[config.mk]
export PLATFORM = sky130hd
export DESIGN_NAME = seq_divider
export DESIGN_NICKNAME = d
export VERILOG_FILES = /design/src/rtl/seq_divider.sv
export SDC_FILE = /design/constraint.sdc
export NUM_CORES = 1
export LEC_CHECK = 0
export BUFFER_PORTS_ARGS = -buffer_cell sky130_fd_sc_hd__buf_2
export CORE_ASPECT_RATIO = 1.2
export CORE_MARGIN = 2
export CORE_UTILIZATION = 53
export DETAILED_ROUTE_END_ITERATION = 10
export PLACE_DENSITY = 0.73
export SLEW_MARGIN = 20
export SYNTH_ARGS = -nofsm -noshare
export SYNTH_HDL_FRONTEND = slang
export SYNTH_SLANG_ARGS = --single-unit
[constraint.sdc]
create_clock -name clk -period 3.55 [get_ports clk]
set_input_delay 0.355 -clock clk [delete_from_list [all_inputs] [get_ports clk]]
set_output_delay 0.355 -clock clk [all_outputs]
set_load 0.005 [all_outputs]
[src/rtl/seq_divider.sv]
`default_nettype none
// ============================================================================
// seq_divider : iterative restoring divider (DIV/DIVU), one quotient bit/cycle
// Revision    : 1.0
// ============================================================================
module seq_divider #(
  parameter int WIDTH = 32
) (
  input  logic             clk,
  input  logic             rst,
  input  logic             start,
  input  logic             signed_op,
  input  logic [WIDTH-1:0] dividend,
  input  logic [WIDTH-1:0] divisor,
  output logic             busy,
  output logic             done,
  output logic [WIDTH-1:0] quotient,
  output logic [WIDTH-1:0] remainder,
  output logic             div_by_zero
);

  typedef enum logic [1:0] {
    IDLE = 2'd0,
    CALC = 2'd1,
    FIX  = 2'd2,
    DONE = 2'd3
  } state_t;

  localparam int CNT_W = $clog2(WIDTH);

  state_t             state_q, state_d;
  logic [CNT_W-1:0]   cnt_q, cnt_d;
  logic [WIDTH-1:0]   rem_q, rem_d;
  logic [WIDTH-1:0]   quo_q, quo_d;
  logic [WIDTH-1:0]   dvs_q, dvs_d;
  logic               sq_q, sq_d;
  logic               sr_q, sr_d;
  logic               zero_q, zero_d;
  logic [WIDTH-1:0]   quotient_q, quotient_d;
  logic [WIDTH-1:0]   remainder_q, remainder_d;
  logic               dbz_q, dbz_d;

  logic [WIDTH:0]     r_sh;
  logic [WIDTH-1:0]   r_sub;
  logic               fits;
  logic               accept;

  // The partial remainder after a successful subtract is always below the
  // divisor, so only WIDTH bits need to be kept between cycles.
  assign r_sh   = {rem_q, quo_q[WIDTH-1]};
  assign fits   = (r_sh >= {1'b0, dvs_q});
  assign r_sub  = r_sh[WIDTH-1:0] - dvs_q;
  assign accept = start && ((state_q == IDLE) || (state_q == DONE));

  always_comb begin
    state_d     = state_q;
    cnt_d       = cnt_q;
    rem_d       = rem_q;
    quo_d       = quo_q;
    dvs_d       = dvs_q;
    sq_d        = sq_q;
    sr_d        = sr_q;
    zero_d      = zero_q;
    quotient_d  = quotient_q;
    remainder_d = remainder_q;
    dbz_d       = dbz_q;
    case (state_q)
      IDLE, DONE: begin
        state_d = IDLE;
        if (accept) begin
          state_d = CALC;
          cnt_d   = CNT_W'(WIDTH - 1);
          rem_d   = '0;
          quo_d   = (signed_op && dividend[WIDTH-1]) ? -dividend : dividend;
          dvs_d   = (signed_op && divisor[WIDTH-1])  ? -divisor  : divisor;
          sq_d    = signed_op && (dividend[WIDTH-1] ^ divisor[WIDTH-1]);
          sr_d    = signed_op && dividend[WIDTH-1];
          zero_d  = (divisor == '0);
        end
      end
      CALC: begin
        rem_d = fits ? r_sub : r_sh[WIDTH-1:0];
        quo_d = {quo_q[WIDTH-2:0], fits};
        if (cnt_q == '0) begin
          state_d = FIX;
        end else begin
          cnt_d = cnt_q - 1'b1;
        end
      end
      FIX: begin
        state_d = DONE;
        // Zero divisor leaves R equal to |dividend|, which the sign fix maps
        // back to the original dividend; only the quotient needs forcing.
        quotient_d  = zero_q ? '1 : (sq_q ? -quo_q : quo_q);
        remainder_d = sr_q ? -rem_q : rem_q;
        dbz_d       = zero_q;
      end
      default: state_d = IDLE;
    endcase
  end

  always_ff @(posedge clk) begin
    if (rst) begin
      state_q     <= IDLE;
      cnt_q       <= '0;
      rem_q       <= '0;
      quo_q       <= '0;
      dvs_q       <= '0;
      sq_q        <= 1'b0;
      sr_q        <= 1'b0;
      zero_q      <= 1'b0;
      quotient_q  <= '0;
      remainder_q <= '0;
      dbz_q       <= 1'b0;
    end else begin
      state_q     <= state_d;
      cnt_q       <= cnt_d;
      rem_q       <= rem_d;
      quo_q       <= quo_d;
      dvs_q       <= dvs_d;
      sq_q        <= sq_d;
      sr_q        <= sr_d;
      zero_q      <= zero_d;
      quotient_q  <= quotient_d;
      remainder_q <= remainder_d;
      dbz_q       <= dbz_d;
    end
  end

  assign busy        = (state_q == CALC) || (state_q == FIX);
  assign done        = (state_q == DONE);
  assign quotient    = quotient_q;
  assign remainder   = remainder_q;
  assign div_by_zero = dbz_q;

endmodule
`default_nettype wire

==> metrics.md, run 1 <==
| Metric | Value |
|---|---|
| Placer congestion estimate | `0.9523` |
| Synth top area cells | `dfxtp_1 32%, xor2_1 8.7%, a211oi_1 6.7%` |
| Crit share post-route | `between 90 and 100%` |
| Worst R2R Path Depth | `8` |
| Max clock buf depth | `2` |
| Commonest non-fill, non-tap cell in the layout | `dfxtp_1` |
| Combinational power share | `roughly 42%` |
| Congestion Overflow GR | `0` |
| Routed len/inst | `16.21 um` |
| Sink Count | `171` |
| Highest clock rate | `around 300 MHz` |
| Pre-antenna DRT Iters | `6` |
| Slew HR | `a little over a quarter` |
| Initial antenna violation count | `6` |
| Net Count, Synth | `1485` |
| Clock Latency Late Sink | `about 0.44 ns` |
| Share of post-route cells with drive strength above 1 | `between 10% and 20%` |
| Worst hold slack | `between 0.2 and 0.25 ns` |
| CP Class | `flip-flop to flip-flop` |
| Hold Crit Depth | `3` |
| Pin count of the biggest net entering global routing | `66` |
| Fin. Hold Viols | `0` |
| Seq/Total Area, Yosys | `a little under a third` |
| Final setup TNS | `0 ns` |
| Outcome | `finished clean` |
| RSZ-0062 raised after global routing | `no` |
| Area leader, netlist | `dfxtp_1` |
| Yosys warning count | `0` |
| Crit path largest cell delay | `0.61 ns` |
| Die Span Y | `between 150 and 200 um` |
| DR vias/cell | `5.833` |
| Switching Share | `between 40% and 50%` |
| Internal power | `approximately 4.7 mW` |
| # H-tree levels | `4` |
| P_leak | `~4.9 nW` |
| Data arrival, critical path | `between 3 and 4 ns` |
| PortBufs | `between 100 and 150` |
| Reg2reg start | `quo_q[6]$_SDFFE_PP0P_` |
| Crit-path slowest cell | `or4_1` |
| Post-layout net count | `1578` |
| DRT iter0 DRCs | `~670` |
| Area of the core | `between 20000 and 25000 sq um` |
| Hold WC Path Type | `primary input to flip-flop` |
| Power per Cell Area | `approximately 660 nW/um^2` |
| Final Critical Period | `around 3.3 ns` |
| Final Max Slew Viols | `0` |
| Gr usage total | `26.51%` |
| Crit path max fanout | `7` |
| DRC errors left | `0` |
| Vias in the first global route | `around 9500` |
| Actual slew at the worst max-slew pin | `~1.1 ns` |
| Prevailing post-synth register cell | `dfxtp_1` |
| Setup crit end kind | `flip-flop` |
| Overall Power | `roughly 8.0 mW` |
| Endpoint, Worst Hold | `dvs_q[0]$_SDFFE_PP0P_` |
| Vias | `10213` |
| Detailed-placement wirelength estimate | `between 20000 and 25000 um` |
| Cts bufs inserted | `17` |
| Post-synth ARST share | `0%` |
| Antenna Nets Post-Route | `0` |
| IO Count | `135` |
| Peak VDD IR | `roughly 380 uV` |
| Cells along the critical path | `or4_1 > nor4_1 > or3b_1 > or3_1 > o31ai_1 > xnor2_1 > o21ai_0 > a21oi_1` |
| Layout area overhead | `14.10%` |
| Most frequent cells in the layout | `170 x dfxtp_1, 150 x nand2_1, 146 x nor2_1, 133 x buf_2, 106 x xor2_1` |
| CTS tree | `done` |
| DIE WIDTH | `roughly 130 um` |
| Starting Density | `approximately 53%` |
| Clk_skew | `~0.011 ns` |
| Final WL | `~28000 um` |
| Delay-heaviest family, CP | `simple AND/OR/NAND/NOR gates` |
| Worst Hold Launch | `divisor[0]` |
| EDFF count, synth | `0` |
| Sequential power share | `between 30% and 40%` |
| Syn_area_per_cell | `just under 8 sq um` |
| Startpoint types | `flip-flop` |
| Reg2reg setup slack | `0.23 ns` |
| Critical Path RT | `between 3 and 4 ns` |
| Clk slew on worst S/H paths | `about 0.070 ns` |
| Unique cell type count in the Yosys netlist | `57` |
| Reg2Reg Capture Point | `quotient[31]$_SDFFE_PP0P_` |
| First-pass GRT wire length | `46510 um` |
| Mapped Area | `10720 sq um` |
| CP Buf/Inv Count | `0` |
| Psw | `approximately 3.3 mW` |
| Core Rows | `57` |
| Clk network pwr share | `a little under a quarter` |
| Yosys reg bits | `between 150 and 200` |
| Root buffer cell | `clkbuf_16` |
| Synth top area share | `31.94%` |
| Die Footprint | `21380 sq um` |
| Max_cap viols | `0` |
| Final setup violation count | `0` |
| Filler cell count | `1839` |
| Post-Syn Instances | `between 1000 and 1500` |
[cells by family (layout without fill, tap and decap cells)]
| group | count (synthesis) | in the layout | share of synthesized area, % |
|---|---|---|---|
| AO/OA/AOI/OAI | 420 | 420 | 25.47 |
| XOR/XNOR | 143 | 143 | 11.69 |
| adder cells (fa/ha/maj) | 42 | 42 | 4.973 |
| buffers and inverters | 138 | 244 | 4.856 |
| flip-flops | 171 | 171 | 31.94 |
| multiplexers | 23 | 23 | 2.183 |
| other | 0 | 5 | 0 |
| AND/OR/NAND/NOR | 438 | 438 | 18.89 |
[how the worst max path moves through the flow]
stage / from / end / slack, ns / cells past startpoint
after floorplan: rem_q[14]$_SDFFE_PP0P_ / rem_q[4]$_SDFFE_PP0P_ / 0.31 / 12
after global placement: rem_q[7]$_SDFFE_PP0P_ / remainder[29]$_SDFFE_PP0P_ / 0.33 / 8
after detailed placement: rem_q[7]$_SDFFE_PP0P_ / remainder[29]$_SDFFE_PP0P_ / 0.27 / 8
after CTS: quo_q[6]$_SDFFE_PP0P_ / quotient[31]$_SDFFE_PP0P_ / 0.21 / 8
after global routing: quo_q[31]$_SDFFE_PP0P_ / rem_q[30]$_SDFFE_PP0P_ / 0.04 / 12
final: quo_q[6]$_SDFFE_PP0P_ / quotient[31]$_SDFFE_PP0P_ / 0.23 / 8
[power groups by stage]
stage               clock network, mW  registers, mW  logic (mW)
floorplan                           0           2.74        2.39
global route                     1.96           2.85        3.79
detailed placement                  0           2.81        3.36
finish                           1.85           2.78        3.39
global placement                    0           2.80        3.33
CTS                              1.88           2.78        3.38
[synth_stat cells (26+ instances only)]
library cell	n
ha_1	41
xnor2_1	37
a21oi_1	89
a211oi_1	96
dfxtp_1	171
o31ai_1	26
inv_1	53
nor2_1	147
clkbuf_1	77
xor2_1	106
nand2_1	150
o21ai_0	105
[flip-flops by register name (all words and copies together), names as in the netlist]
register / flops
cnt_q: 5
div_by_zero: 1
dvs_q: 32
quo_q: 32
quotient: 32
rem_q: 32
remainder: 32
sq_q: 1
sr_q: 1
state_q: 2
zero_q: 1
[timing repair]
| action | in CTS | in global routing |
|---|---|---|
| gates resized for setup | 0 | 1 |
| endpoints found under the setup margin | 0 | 1 |
| buffers inserted | 0 | 0 |
| hold buffers | 0 | 0 |
[routing by layer]
layer  up-vias  GRT usage (%)  part of all wire [%]  wire length, um
met5         -              0                 0.095               27
met2       326          44.66                    48            13580
li1       5155              -                     -                -
met3        61          4.730                   5.9             1667
met1      4667          33.76                    43            12270
met4         4          9.913                   3.0              841
[metrics by stage]
step                      instance area (sq um)  utilization, %  setup WS (ns)  std cells
after detailed placement                  11630           58.05         0.2684       1714
after CTS                                 12210           60.95         0.2065       1746
final                                     12230           61.02         0.2272       1751
after global routing                      12220           60.99        0.04173       1748
after global placement                    11630           58.05         0.3318       1714
after floorplan                           10720               -         0.3112       1375
[worst reg2reg max path, delay by kind of cell (launching register included)]
kind | cells | cell delay (ns)
flip-flops | 1 | 0.38
AND/OR/NAND/NOR | 4 | 1.90
AO/OA/AOI/OAI | 3 | 0.78
XOR/XNOR | 1 | 0.12
[layout make-up]
class / count / area, sq um / area share (%)
clock inverters: 15 / 155.1 / 1.269
multi-input cells: 1066 / 6808 / 55.67
inverters: 53 / 198.9 / 1.627
repair buffers: 159 / 873.3 / 7.141
well taps: 265 / 331.6 / 2.711
clock buffers: 17 / 425.4 / 3.479
flip-flops and latches: 171 / 3425 / 28.00
diodes: 5 / 12.51 / 0.1023
(Power assumes the default switching activity.)
==> inputs of run 2 (changes only) <==
--- a/config.mk
+++ b/config.mk
@@ -5,12 +5,13 @@
 export SDC_FILE = /design/constraint.sdc
 export NUM_CORES = 1
 export LEC_CHECK = 0
+export ABC_AREA = 1
 export BUFFER_PORTS_ARGS = -buffer_cell sky130_fd_sc_hd__buf_2
 export CORE_ASPECT_RATIO = 1.2
 export CORE_MARGIN = 2
 export CORE_UTILIZATION = 53
 export DETAILED_ROUTE_END_ITERATION = 10
-export PLACE_DENSITY = 0.73
+export PLACE_DENSITY = 0.72
 export SLEW_MARGIN = 20
 export SYNTH_ARGS = -nofsm -noshare
 export SYNTH_HDL_FRONTEND = slang
==> metrics.md, run 2 <==
| Metric | Value |
|---|---|
| Crit path max fanout | `20` |
| Filler cell count | `2479` |
| Internal power | `approximately 5.2 mW` |
| Vias in the first global route | `13034` |
| DP Area | `around 14000 sq um` |
| Max_cap viols | `0` |
| # H-tree levels | `4` |
| Register Area | `roughly 3400 sq um` |
| Critical Path RT | `between 3 and 4 ns` |
| Share of post-route cells with drive strength above 1 | `12.11%` |
| Die Footprint | `~25000 sq um` |
| Hold Crit Depth | `3` |
| Final Max Slew Viols | `0` |
| Detailed-placement wirelength estimate | `approximately 33000 um` |
| Starting Density | `53.68%` |
| Pre-antenna DRT Iters | `5` |
| Placer congestion estimate | `0.9947` |
| Psw | `4.634 mW` |
| Area of the core | `~24000 sq um` |
| Worst Hold Launch | `divisor[23]` |
| Pin count of the biggest net entering global routing | `109` |
| Post-synth ARST share | `0%` |
| Hold WC Path Type | `primary input to flip-flop` |
| Final WL | `roughly 43000 um` |
| Fin. Hold Viols | `0` |
| Post-Syn Instances | `approximately 2100` |
| Clk slew on worst S/H paths | `0.07 ns` |
| Syn_area_per_cell | `6.072 sq um` |
| Clk network pwr share | `19.5%` |
| EDFF count, synth | `0` |
| Post-layout net count | `around 2300` |
| First-pass GRT wire length | `between 60000 and 70000 um` |
| Final setup TNS | `0 ns` |
| CP Class | `flip-flop to flip-flop` |
| Actual slew at the worst max-slew pin | `roughly 0.92 ns` |
| Most frequent cells in the layout | `549 x nand2_1, 323 x inv_1, 187 x nor2_1, 171 x dfxtp_1, 163 x a21oi_1` |
| Switching Share | `about 47%` |
| Setup crit end kind | `flip-flop` |
| Cts bufs inserted | `17` |
| Unique cell type count in the Yosys netlist | `48` |
| Die Span Y | `174.4 um` |
| Antenna Nets Post-Route | `0` |
| Crit share post-route | `approximately 77%` |
| Gr usage total | `roughly a third` |
| DR vias/cell | `around 5.5` |
| Congestion Overflow GR | `0` |
| Root buffer cell | `clkbuf_16` |
| Final setup violation count | `0` |
| Core Rows | `62` |
| Final Critical Period | `2.738 ns` |
| Endpoint, Worst Hold | `dvs_q[23]$_SDFFE_PP0P_` |
| DRC errors left | `0` |
| Startpoint types | `flip-flop` |
| Clock Latency Late Sink | `around 0.44 ns` |
| Top cells by count, synth | `549 x nand2_1, 323 x inv_1, 189 x nor2_1` |
| Data arrival, critical path | `between 3 and 4 ns` |
| Outcome | `finished clean` |
| Synth top area share | `around a quarter` |
| Prevailing post-synth register cell | `dfxtp_1` |
| P_leak | `approximately 7.4 nW` |
| Seq/Total Area, Yosys | `about a quarter` |
| Yosys warning count | `0` |
| IO Count | `135` |
| Yosys reg bits | `around 170` |
| Clk_skew | `~0.011 ns` |
| Commonest non-fill, non-tap cell in the layout | `nand2_1` |
| Reg2reg setup slack | `0.81 ns` |
| Synth top area cells | `dfxtp_1 27%, nand2_1 16%, inv_1 9.5%` |
| Post-cts sizing count | `0` |
| Max clock buf depth | `2` |
| Net Count, Synth | `between 2000 and 2500` |
| Power per Cell Area | `690.5 nW/um^2` |
| Area leader, netlist | `dfxtp_1` |
| Mapped Area | `between 10000 and 15000 sq um` |
| Worst R2R Path Depth | `14` |
| Sink Count | `171` |
| Reg2reg start | `rem_q[19]$_SDFFE_PP0P_` |
| Vias | `between 10000 and 15000` |
| Peak VDD IR | `roughly 530 uV` |
| Layout area overhead | `11.29%` |
| Initial antenna violation count | `0` |
| Number of buffers added for setup after CTS | `0` |
| Area occupied by multi-input gates | `around 7800 sq um` |
| CTS tree | `done` |
| Count leader, synth | `nand2_1` |
| RSZ-0062 raised after global routing | `no` |
| Hold-fix buffers at CTS | `0` |
| Routed len/inst | `between 15 and 20 um` |
| Highest clock rate | `365.3 MHz` |
| Final core occ | `approximately three fifths` |
| DRT iter0 DRCs | `about 1000` |
| DIE WIDTH | `between 100 and 150 um` |
| Combinational power share | `between 40% and 50%` |
| Slew HR | `just under 40%` |
| Sequential power share | `31.0%` |
| Reg2Reg Capture Point | `rem_q[19]$_SDFFE_PP0P_` |
| PortBufs | `roughly 130` |
| Post-layout instance area | `~14000 sq um` |
run 2: power groups by stage:
stage                     sequential, mW  combinational, mW  clock (mW)
after CTS                           3.05               4.85        1.94
after global placement              3.07               4.78           0
final                               3.06               4.88        1.92
after floorplan                     2.94               3.34           0
after detailed placement            3.08               4.82           0
after global routing                3.13               5.48        2.02
run 2: logic make-up after synthesis:
logic type	synth area share [%]
buffers and inverters	12.98
adder cells (fa/ha/maj)	4.156
XOR/XNOR	3.688
flip-flops	26.69
AO/OA/AOI/OAI	16.81
AND/OR/NAND/NOR	35.68
run 2: per-layer routing:
metal	part of all wire (%)	wire length (um)	track usage, %
met1	42	17910	41.20
met2	47	20280	57.29
met3	5.6	2417	4.803
met4	5.2	2208	16.95
met5	0	0	0
run 2: worst max path at each step:
stage | from | to | slack [ns] | cells after the start
after floorplan | state_q[0]$_SDFFE_PP0P_ | quo_q[30]$_SDFFE_PP0P_ | 1.64 | 10
after global placement | rem_q[17]$_SDFFE_PP0P_ | rem_q[19]$_SDFFE_PP0P_ | 0.89 | 14
after detailed placement | rem_q[19]$_SDFFE_PP0P_ | rem_q[19]$_SDFFE_PP0P_ | 0.86 | 14
after CTS | rem_q[19]$_SDFFE_PP0P_ | rem_q[19]$_SDFFE_PP0P_ | 0.84 | 14
after global routing | rem_q[17]$_SDFFE_PP0P_ | rem_q[18]$_SDFFE_PP0P_ | 0.65 | 14
final | rem_q[19]$_SDFFE_PP0P_ | rem_q[19]$_SDFFE_PP0P_ | 0.81 | 14
run 2: layout make-up:
type | instances | area share [%]
multi-input cells | 1518 | 54.34
flip-flops and latches | 171 | 23.99
inverters | 341 | 8.968
repair buffers | 151 | 5.733
clock buffers | 20 | 3.200
well taps | 320 | 2.805
clock inverters | 12 | 0.9468
diodes | 1 | 0.01753
run 2: metrics by stage:
stage	cells	power (mW)	hold slack, ns	setup slack [ns]
6_report	2534	9.855	0.2080	0.8123
5_1_grt	2533	10.62	0.2310	0.6550
4_1_cts	2532	9.837	0.2006	0.8375
3_5_place_dp	2500	7.898	0.4618	0.8571
3_3_place_gp	2500	7.846	0.4524	0.8949
2_1_floorplan	2112	6.278	0.4313	1.645
run 2: worst max-delay path, stage by stage, from the launching register on:
cell     delay [ns]
dfxtp_1        0.53
ha_1           0.35
nand2_1        0.19
inv_2          0.04
nand2_1        0.06
nand2_1        0.06
nand2_1        0.06
nand2_1        0.08
nand2_1        0.08
nand3_2        0.11
nor2_8         0.28
buf_4          0.36
nand3_1        0.15
nand3_1        0.13
a21oi_1        0.08
==> inputs of run 3 (changes only) <==
==> constraint.sdc (replaced) <==
create_clock -name clk -period 2.75 [get_ports clk]
set_input_delay 0.275 -clock clk [delete_from_list [all_inputs] [get_ports clk]]
set_output_delay 0.275 -clock clk [all_outputs]
set_load 0.005 [all_outputs]
==> metrics.md, run 3 (same netlist as run 2, synthesis figures left out) <==
| Metric | Value |
|---|---|
| Layout area overhead | `12.38%` |
| Die Footprint | `between 20000 and 30000 sq um` |
| Core Rows | `between 60 and 70` |
| Final Critical Period | `2.556 ns` |
| Clk network pwr share | `about a fifth` |
| Worst R2R Path Depth | `13` |
| Antenna Nets Post-Route | `0` |
| DRT iter0 DRCs | `around 1100` |
| Psw | `between 6 and 7 mW` |
| Outcome | `finished clean` |
| Root buffer cell | `clkbuf_16` |
| RSZ-0062 raised after global routing | `no` |
| Combinational power share | `49.4%` |
| DRC errors left | `0` |
| Hold-fix buffers at CTS | `0` |
| Sink Count | `171` |
| Routed len/inst | `16.72 um` |
| Setup crit end kind | `flip-flop` |
| CP startpoint | `rem_q[17]$_SDFFE_PP0P_` |
| Number of buffers added for setup after CTS | `0` |
| DIE WIDTH | `between 100 and 150 um` |
| DR vias/cell | `about 5.4` |
| Crit-path slowest cell | `dfxtp_1` |
| Hold WC Path Type | `primary input to flip-flop` |
| Reg2Reg Capture Point | `rem_q[11]$_SDFFE_PP0P_` |
| Worst Setup EP | `rem_q[11]$_SDFFE_PP0P_` |
| Crit path max fanout | `19` |
| First-pass GRT wire length | `just under 70000 um` |
| Post-cts sizing count | `0` |
| Congestion Overflow GR | `0` |
| Reg2reg start | `rem_q[17]$_SDFFE_PP0P_` |
| Fin. Hold Viols | `0` |
| Commonest non-fill, non-tap cell in the layout | `nand2_1` |
| Gr usage total | `about 33%` |
| Clock Latency Late Sink | `roughly 0.45 ns` |
| Actual slew at the worst max-slew pin | `0.8271 ns` |
| Critical Path RT | `3.05 ns` |
| Most frequent cells in the layout | `549 x nand2_1, 323 x inv_1, 187 x nor2_1, 171 x dfxtp_1, 163 x a21oi_1` |
| Sequential power share | `approximately 31%` |
| Initial antenna violation count | `1` |
| Clk_skew | `0.01049 ns` |
| Most frequent CP cell | `nand2_1` |
| Final WL | `around 43000 um` |
| Detailed-placement wirelength estimate | `roughly 33000 um` |
| Highest clock rate | `~400 MHz` |
| Crit path largest cell delay | `0.59 ns` |
| Cts bufs inserted | `17` |
| Placer congestion estimate | `0.9502` |
| Pin count of the biggest net entering global routing | `91` |
| Worst hold slack | `around 0.12 ns` |
| P_leak | `between 7 and 8 nW` |
| Share of post-route cells with drive strength above 1 | `between 10 and 15%` |
| Clk slew on worst S/H paths | `roughly 0.070 ns` |
| Final Max Slew Viols | `0` |
| Diode count | `0` |
| Switching Share | `a little under half` |
| Vias | `~14000` |
| Area of the core | `23890 sq um` |
| PortBufs | `between 100 and 150` |
| CTS tree | `done` |
| Final setup TNS | `0 ns` |
| # H-tree levels | `4` |
| Slew HR | `44.86%` |
| Final setup violation count | `0` |
| Post-layout net count | `2322` |
| Startpoint types | `flip-flop` |
| Filler cell count | `2506` |
| Starting Density | `a little over half` |
| Max_cap viols | `0` |
| Internal power | `approximately 6.9 mW` |
| Peak VDD IR | `around 490 uV` |
| Pre-antenna DRT Iters | `6` |
| Power per Cell Area | `a little under 900 nW/um^2` |
| Vias in the first global route | `approximately 13000` |
| Cells along the critical path | `ha_1 > nand2_1 > nor2_2 > nand2_1 > nor2_2 > nand3_1 > nand3_2 > nor2_8 > nand2_4 > buf_12 > nand2_1 > nand3_1 > a21oi_1` |
| CP Class | `flip-flop to flip-flop` |
| IO Count | `about 140` |
| Max clock buf depth | `2` |
| Data arrival, critical path | `about 2.9 ns` |
| Crit share post-route | `about 93%` |
| Die Span Y | `174.4 um` |
| Reg2reg setup slack | `between 0.15 and 0.2 ns` |
[run 3: cell count changes in the layout (fill, tap and decap cells not counted), sizes merged]
cell,change
clkinv,+3
diode,-1
buf,+12
clkbuf,-3
clkinvlp,-1
bufinv,+1
[run 3: worst min-delay path by stage]
stage	from	to	depth (start not counted)
3_5_place_dp	cnt_q[0]$_SDFFE_PP0P_	cnt_q[0]$_SDFFE_PP0P_	1
6_report	dividend[13]	quo_q[13]$_SDFFE_PP0P_	4
3_3_place_gp	cnt_q[0]$_SDFFE_PP0P_	cnt_q[0]$_SDFFE_PP0P_	1
2_1_floorplan	divisor[23]	dvs_q[23]$_SDFFE_PP0P_	2
5_1_grt	dividend[31]	quo_q[31]$_SDFFE_PP0P_	3
4_1_cts	dividend[13]	quo_q[13]$_SDFFE_PP0P_	4
[run 3: per-layer routing]
metal | wire length, um | GRT usage [%]
met1 | 17860 | 40.29
met2 | 20600 | 57.06
met3 | 2182 | 4.961
met4 | 1877 | 15.33
met5 | 13 | 0
[run 3: metrics by stage]
stage          util, %  instances  setup WS, ns  power (mW)  cell area, sq um
5_1_grt          60.32       2545      0.004853       13.83             14410
3_5_place_dp     57.75       2513        0.1977       10.24             13800
2_1_floorplan        -       2112        0.8445       8.105             12820
3_3_place_gp     57.75       2513        0.1994       10.18             13800
4_1_cts          60.32       2545        0.1919       12.85             14410
6_report         60.32       2545        0.1937       12.89             14410
[run 3: final cells by class]
| cell class | instances | area (sq um) | share of cell area (%) |
|---|---|---|---|
| clock inverters | 15 | 188.9 | 1.311 |
| inverters | 341 | 1280 | 8.881 |
| clock buffers | 17 | 425.4 | 2.952 |
| repair buffers | 163 | 938.4 | 6.511 |
| well taps | 320 | 400.4 | 2.778 |
| flip-flops and latches | 171 | 3423 | 23.75 |
| multi-input cells | 1518 | 7756 | 53.82 |
[run 3: worst max-delay path, delay by kind of cell, from the launching register on]
| family | cells | cell delay (ns) |
|---|---|---|
| buffers and inverters | 1 | 0.18 |
| flip-flops | 1 | 0.59 |
| adder cells (fa/ha/maj) | 1 | 0.31 |
| AND/OR/NAND/NOR | 10 | 1.25 |
| AO/OA/AOI/OAI | 1 | 0.06 |
[run 3: power groups by stage]
stage,registers [mW],clock network (mW),logic [mW]
2_1_floorplan,3.80,0,4.31
3_3_place_gp,3.96,0,6.22
3_5_place_dp,3.96,0,6.28
4_1_cts,3.92,2.60,6.33
5_1_grt,4.02,2.69,7.12
6_report,3.94,2.58,6.37
